[src/rtl/multicycle_controller.sv]
// rtl/multicycle_controller.sv - multi-cycle RV32I control FSM with bounded memory wait-states
// Optional build macro MC_ILLEGAL_TRAP_EN: unrecognised opcodes park the core in TRAP.
module multicycle_controller #(
   parameter int MAX_WAIT = 15
) (
   input  logic       clk,
   input  logic       rst_n,
   input  logic [6:0] opcode,
   input  logic [2:0] funct3,
   input  logic       zero,
   input  logic       mem_ready,
   output logic       pc_write,
   output logic       ir_write,
   output logic       adr_src,
   output logic       mem_read,
   output logic       mem_write,
   output logic       reg_write,
   output logic [1:0] alu_src_a,
   output logic [1:0] alu_src_b,
   output logic [1:0] alu_op,
   output logic [1:0] result_src,
   output logic [3:0] state,
   output logic       instr_retired,
   output logic       mem_timeout,
   output logic       illegal_instr
);

   typedef enum logic [3:0] {
      S_FETCH   = 4'd0,
      S_DECODE  = 4'd1,
      S_MEM_ADR = 4'd2,
      S_MEM_RD  = 4'd3,
      S_MEM_WB  = 4'd4,
      S_MEM_WR  = 4'd5,
      S_EXEC_R  = 4'd6,
      S_ALU_WB  = 4'd7,
      S_EXEC_I  = 4'd8,
      S_JAL     = 4'd9,
      S_BRANCH  = 4'd10,
      S_TRAP    = 4'd11
   } state_t;

   localparam logic [6:0] OP_LOAD   = 7'b0000011;
   localparam logic [6:0] OP_STORE  = 7'b0100011;
   localparam logic [6:0] OP_RTYPE  = 7'b0110011;
   localparam logic [6:0] OP_ITYPE  = 7'b0010011;
   localparam logic [6:0] OP_JAL    = 7'b1101111;
   localparam logic [6:0] OP_BRANCH = 7'b1100011;
   localparam logic [7:0] WAIT_LIM  = 8'(MAX_WAIT);

   state_t     r_state;
   state_t     w_next;
   logic [7:0] r_wait;
   logic       w_wait_state;
   logic       w_timeout;
   logic       w_taken;

   logic       w_pc_write, w_ir_write, w_adr_src, w_mem_read, w_mem_write, w_reg_write;
   logic [1:0] w_alu_src_a, w_alu_src_b, w_alu_op, w_result_src;
   logic       w_retired, w_illegal;

   assign w_wait_state = (r_state == S_FETCH) || (r_state == S_MEM_RD) || (r_state == S_MEM_WR);
   assign w_timeout    = w_wait_state && !mem_ready && (r_wait == WAIT_LIM);
   assign w_taken      = ((funct3 == 3'b000) && zero) || ((funct3 == 3'b001) && !zero);

   always_comb begin
      w_next = r_state;
      case (r_state)
         S_FETCH:   if (mem_ready) w_next = S_DECODE;
                    else if (w_timeout) w_next = S_FETCH;
         S_DECODE: begin
            case (opcode)
               OP_LOAD, OP_STORE: w_next = S_MEM_ADR;
               OP_RTYPE:          w_next = S_EXEC_R;
               OP_ITYPE:          w_next = S_EXEC_I;
               OP_JAL:            w_next = S_JAL;
               OP_BRANCH:         w_next = S_BRANCH;
`ifdef MC_ILLEGAL_TRAP_EN
               default:           w_next = S_TRAP;
`else
               default:           w_next = S_FETCH;
`endif
            endcase
         end
         S_MEM_ADR: w_next = (opcode == OP_LOAD) ? S_MEM_RD : S_MEM_WR;
         S_MEM_RD:  if (mem_ready) w_next = S_MEM_WB;
                    else if (w_timeout) w_next = S_FETCH;
         S_MEM_WB:  w_next = S_FETCH;
         S_MEM_WR:  if (mem_ready || w_timeout) w_next = S_FETCH;
         S_EXEC_R:  w_next = S_ALU_WB;
         S_EXEC_I:  w_next = S_ALU_WB;
         S_ALU_WB:  w_next = S_FETCH;
         S_JAL:     w_next = S_ALU_WB;
         S_BRANCH:  w_next = S_FETCH;
`ifdef MC_ILLEGAL_TRAP_EN
         S_TRAP:    w_next = S_TRAP;
`else
         S_TRAP:    w_next = S_FETCH;
`endif
         default:   w_next = S_FETCH;
      endcase
   end

   // Counter only runs while parked in a memory state; any exit or completion restarts it.
   always_ff @(posedge clk or negedge rst_n) begin
      if (!rst_n) begin
         r_state <= S_FETCH;
         r_wait  <= 8'd0;
      end else begin
         r_state <= w_next;
         if (!w_wait_state || mem_ready || w_timeout || (w_next != r_state))
            r_wait <= 8'd0;
         else
            r_wait <= r_wait + 8'd1;
      end
   end

   always_comb begin
      w_pc_write   = 1'b0;
      w_ir_write   = 1'b0;
      w_adr_src    = 1'b0;
      w_mem_read   = 1'b0;
      w_mem_write  = 1'b0;
      w_reg_write  = 1'b0;
      w_alu_src_a  = 2'b00;
      w_alu_src_b  = 2'b00;
      w_alu_op     = 2'b00;
      w_result_src = 2'b00;
      w_retired    = 1'b0;
      w_illegal    = 1'b0;
      case (r_state)
         S_FETCH: begin
            w_mem_read   = 1'b1;
            w_alu_src_b  = 2'b10;
            w_result_src = 2'b10;
            w_ir_write   = mem_ready;
            w_pc_write   = mem_ready;
         end
         S_DECODE: begin
            w_alu_src_a = 2'b01;
            w_alu_src_b = 2'b01;
`ifndef MC_ILLEGAL_TRAP_EN
            case (opcode)
               OP_LOAD, OP_STORE, OP_RTYPE, OP_ITYPE, OP_JAL, OP_BRANCH: w_retired = 1'b0;
               default: w_retired = 1'b1;
            endcase
`endif
         end
         S_MEM_ADR: begin
            w_alu_src_a = 2'b10;
            w_alu_src_b = 2'b01;
         end
         S_MEM_RD: begin
            w_adr_src  = 1'b1;
            w_mem_read = 1'b1;
         end
         S_MEM_WB: begin
            w_result_src = 2'b01;
            w_reg_write  = 1'b1;
            w_retired    = 1'b1;
         end
         S_MEM_WR: begin
            w_adr_src   = 1'b1;
            w_mem_write = !w_timeout;
            w_retired   = mem_ready;
         end
         S_EXEC_R: begin
            w_alu_src_a = 2'b10;
            w_alu_op    = 2'b10;
         end
         S_EXEC_I: begin
            w_alu_src_a = 2'b10;
            w_alu_src_b = 2'b01;
            w_alu_op    = 2'b10;
         end
         S_ALU_WB: begin
            w_reg_write = 1'b1;
            w_retired   = 1'b1;
         end
         S_JAL: begin
            w_pc_write  = 1'b1;
            w_alu_src_a = 2'b01;
            w_alu_src_b = 2'b10;
         end
         S_BRANCH: begin
            w_alu_src_a = 2'b10;
            w_alu_op    = 2'b01;
            w_pc_write  = w_taken;
            w_retired   = 1'b1;
         end
         S_TRAP: begin
`ifdef MC_ILLEGAL_TRAP_EN
            w_illegal = 1'b1;
`endif
         end
         default: w_illegal = 1'b0;
      endcase
   end

   // Gate with rst_n so no strobe survives the falling edge of reset, even mid-cycle.
   assign pc_write      = rst_n & w_pc_write;
   assign ir_write      = rst_n & w_ir_write;
   assign adr_src       = rst_n & w_adr_src;
   assign mem_read      = rst_n & w_mem_read;
   assign mem_write     = rst_n & w_mem_write;
   assign reg_write     = rst_n & w_reg_write;
   assign alu_src_a     = {2{rst_n}} & w_alu_src_a;
   assign alu_src_b     = {2{rst_n}} & w_alu_src_b;
   assign alu_op        = {2{rst_n}} & w_alu_op;
   assign result_src    = {2{rst_n}} & w_result_src;
   assign instr_retired = rst_n & w_retired;
   assign mem_timeout   = rst_n & w_timeout;
   assign illegal_instr = rst_n & w_illegal;
   assign state         = r_state;

endmodule
[config.mk]
export PLATFORM = sky130hd
export DESIGN_NAME = multicycle_controller
export DESIGN_NICKNAME = d
export VERILOG_FILES = /design/src/rtl/multicycle_controller.sv
export SDC_FILE = /design/constraint.sdc
export NUM_CORES = 1
export LEC_CHECK = 0
export ABC_AREA = 1
export CAP_MARGIN = 20
export CORE_MARGIN = 5
export CORE_UTILIZATION = 49
export CTS_CLUSTER_DIAMETER = 200
export DETAILED_ROUTE_END_ITERATION = 10
export PLACE_DENSITY = 0.85
export SLEW_MARGIN = 20
export SYNTH_ARGS = -nofsm -noshare
export SYNTH_HDL_FRONTEND = slang
export SYNTH_SLANG_ARGS = --single-unit
[constraint.sdc]
create_clock -name clk -period 4.2 [get_ports clk]
set_clock_uncertainty 0.2 [all_clocks]
set_input_delay 0.63 -clock clk [delete_from_list [all_inputs] [get_ports clk]]
set_output_delay 0.63 -clock clk [all_outputs]
set_load 0.005 [all_outputs]
==> flow_summary.yaml <==
run_status:
  status: "complete, no violations"
floorplanning:
  ios: 35
  std_cell_rows: 16
  die-height_um: 56.1
  start_util: 0.519
  die_area_um2: 3140
  core_area_um2: 2000
  die_w_um: 56.1
detailed_routing:
  totalWireLength_mm: 2.55
  antenna_left: 0
  viasPerCell: 5.05
  drc_errors: 0
  via_count: 1181
  wire_per_inst_um: 10.9
  drt_iter0_drc: 26
  dr.pass1.iters: 4
worst_setup_path:
  cp.arrival_ns: 2.57
  worst-path-stages: 9
  end_kind: "primary output"
  cp_slowest_cell: "clkdlybuf4s50_1"
  crit_required_ns: 3.37
  critPathLaunchType: "primary input"
  reg2reg_to: "state[2]"
  r2r_cells: 8
  cp_max_fo: 15
  critPathKind: "in -> out"
  critPathTopFamily: "buffers and inverters"
  path_buf_inv: 5
  cp_cell_sequence: "clkdlybuf4s50_1 > buf_4 > inv_1 > nor2_1 > inv_1 > nor2_1 > a21oi_1 > nand2_1 > clkdlybuf4s50_1"
  slowest_delay_ns: 0.49
  rrSetupSlack_ns: 2.48
  r2r_start: "r_wait[0]"
global_routing:
  grt_max_degree: 16
  grt_pass1_wl_mm: 4.40
  grt_pass1_vias: 1055
  antenna_found_initial: 0
  grtUsageTotal: 0.170
  grt-ovfl-total: 0
logic_synthesis:
  seq_area_frac_synth: 0.289
  synthFlopType: "dfrtp_1"
  synth_seq_cells: 12
  synth_largest_area_cell: "dfrtp_1"
  netlist_area_um2: 1040
  synth-edff-count: 0
  synthCells: 172
  synth.top_cells.by_area: "dfrtp_1, nand2_1, nor2_1, inv_1, nand3_1"
  synth_fp_nets: 187
  netlist.area_leader.share: 0.289
  ys_types: 24
  async_reset_ff_frac: 1.00
  yosysWarnings: 0
  syn_avg_cell_area_um2: 6.05
sta:
  slew_viol_final: 0
  layout_min_cycle_time_ns: 3.40
  setup_ws_ns: 0.803
  min_period_over_period: 0.809
  setup_viol: 0
  fmax_mhz: 294
  hold_viol_final: 0
  fin_tns_setup_ns: 0
  rsz0062_at_grt: "no"
clock_tree:
  clock_latency_ns: 0.26
  clkSinkCount: 12
  clk_path_buf_depth: 2
  cts_tree: "done"
  cts_hold_buf: 0
  post_cts_buffers: 0
  cts_buffers: 3
  path_clk_slew_ns: 0.07
  ctsRootBufferMaster: "clkbuf_4"
  cts_resized: 0
  htree_levels: 1
layout:
  final_net_count: 224
  layout.area.seq_um2: 300
  syn_to_final_growth_pct: 36.8
  finalCoreUtilization: 0.711
  antenna_cells: 0
  n_fill_cell: 163
  multi_input_area_um2: 623
  layout-drive-gt1-share: 0.0966
placement:
  dp_slack_ns: 0.794
  gp_congestion: 0.858
  io_buffer_count: 33
  hpwlAfterDp_mm: 2.17
min_path:
  hold_path_startpoint: "r_wait[0]"
  hold_depth: 1
  hold_path_class: "reg -> reg"
  hold_end: "r_wait[0]"
pwr:
  ir_drop_uv: 163
  power.density_nw_per_um2: 198
  leakage_nw: 0.721
flow_run:
  drv_cap: 0
==> stage by stage <==
stage	hold slack [ns]	instance area (um2)	std cells	total power [mW]
detailed placement	0.264	1400	231	0.220
CTS	0.274	1420	234	0.286
global route	0.308	1420	234	0.301
global placement	0.257	1400	231	0.217
floorplan	0.134	1040	172	0.173
finish	0.272	1420	234	0.282
==> worst max path at each step <==
stage,from,endpoint,slack (ns)
floorplan,opcode[2],instr_retired,2.16
global placement,rst_n,instr_retired,0.85
detailed placement,rst_n,instr_retired,0.79
CTS,rst_n,instr_retired,0.79
global route,rst_n,instr_retired,0.60
finish,rst_n,instr_retired,0.80
==> report_power, final <==
| part | internal [mW] | total (mW) | switching, mW |
|---|---|---|---|
| sequential | 0.120 | 0.126 | 0.00589 |
| clock | 0.0331 | 0.0655 | 0.0324 |
| combinational | 0.0447 | 0.0906 | 0.0460 |
| total | 0.198 | 0.282 | 0.0842 |
==> registers in the layout (all words and copies together) (netlist names) <==
name    cells
state       4
r_wait      8
==> cells in the mapped netlist (all sizes together) (2+ instances only) <==
master   n
nor3     6
nor2    40
nand2   49
a21oi    7
o21ai    2
inv     28
xor2     2
dfrtp   12
nand4    3
nand3   16
==> routing by layer <==
layer  GRT usage  routed length [um]  up-vias  part of all wire
li1            -                   -      603                 -
met4      0.0814                  42        0             0.016
met1       0.208                1140      536              0.44
met3      0.0139                 137        4             0.054
met5           0                   0        -                 0
met2       0.295                1230       38              0.48
==> kinds of logic after synthesis <==
group           Yosys count  synth area share
compound gates           10            0.0517
simple gates            115             0.507
buf+inv                  30             0.112
fa+ha+maj                 1            0.0120
other cells               1           0.00361
xor+xnor                  3            0.0253
flops                    12             0.289
==> area by class of cell <==
type                            count  area share
Multi-Input combinational cell    130       0.438
Timing Repair Buffer               34       0.237
Sequential cell                    12       0.211
Inverter                           28      0.0739
Tap cell                           27      0.0237
Clock buffer                        3      0.0158
==> cells in the final DEF, fill, tap and decap left out <==
master,n
nand2_1,46
nor2_1,37
clkdlybuf4s50_1,33
inv_1,25
nand3_1,12
dfrtp_1,12
a21oi_1,7
inv_2,3
nor2_2,3
nand3_2,3
nand2_2,3
nand4_1,3
nor3_1,3
nor3_2,3
clkbuf_4,3
xor2_1,2
o21ai_1,1
nand3_4,1
xnor2_1,1
and2_1,1
o32ai_1,1
o21ai_0,1
ha_1,1
conb_1,1
buf_4,1
(Power assumes the default switching activity.)
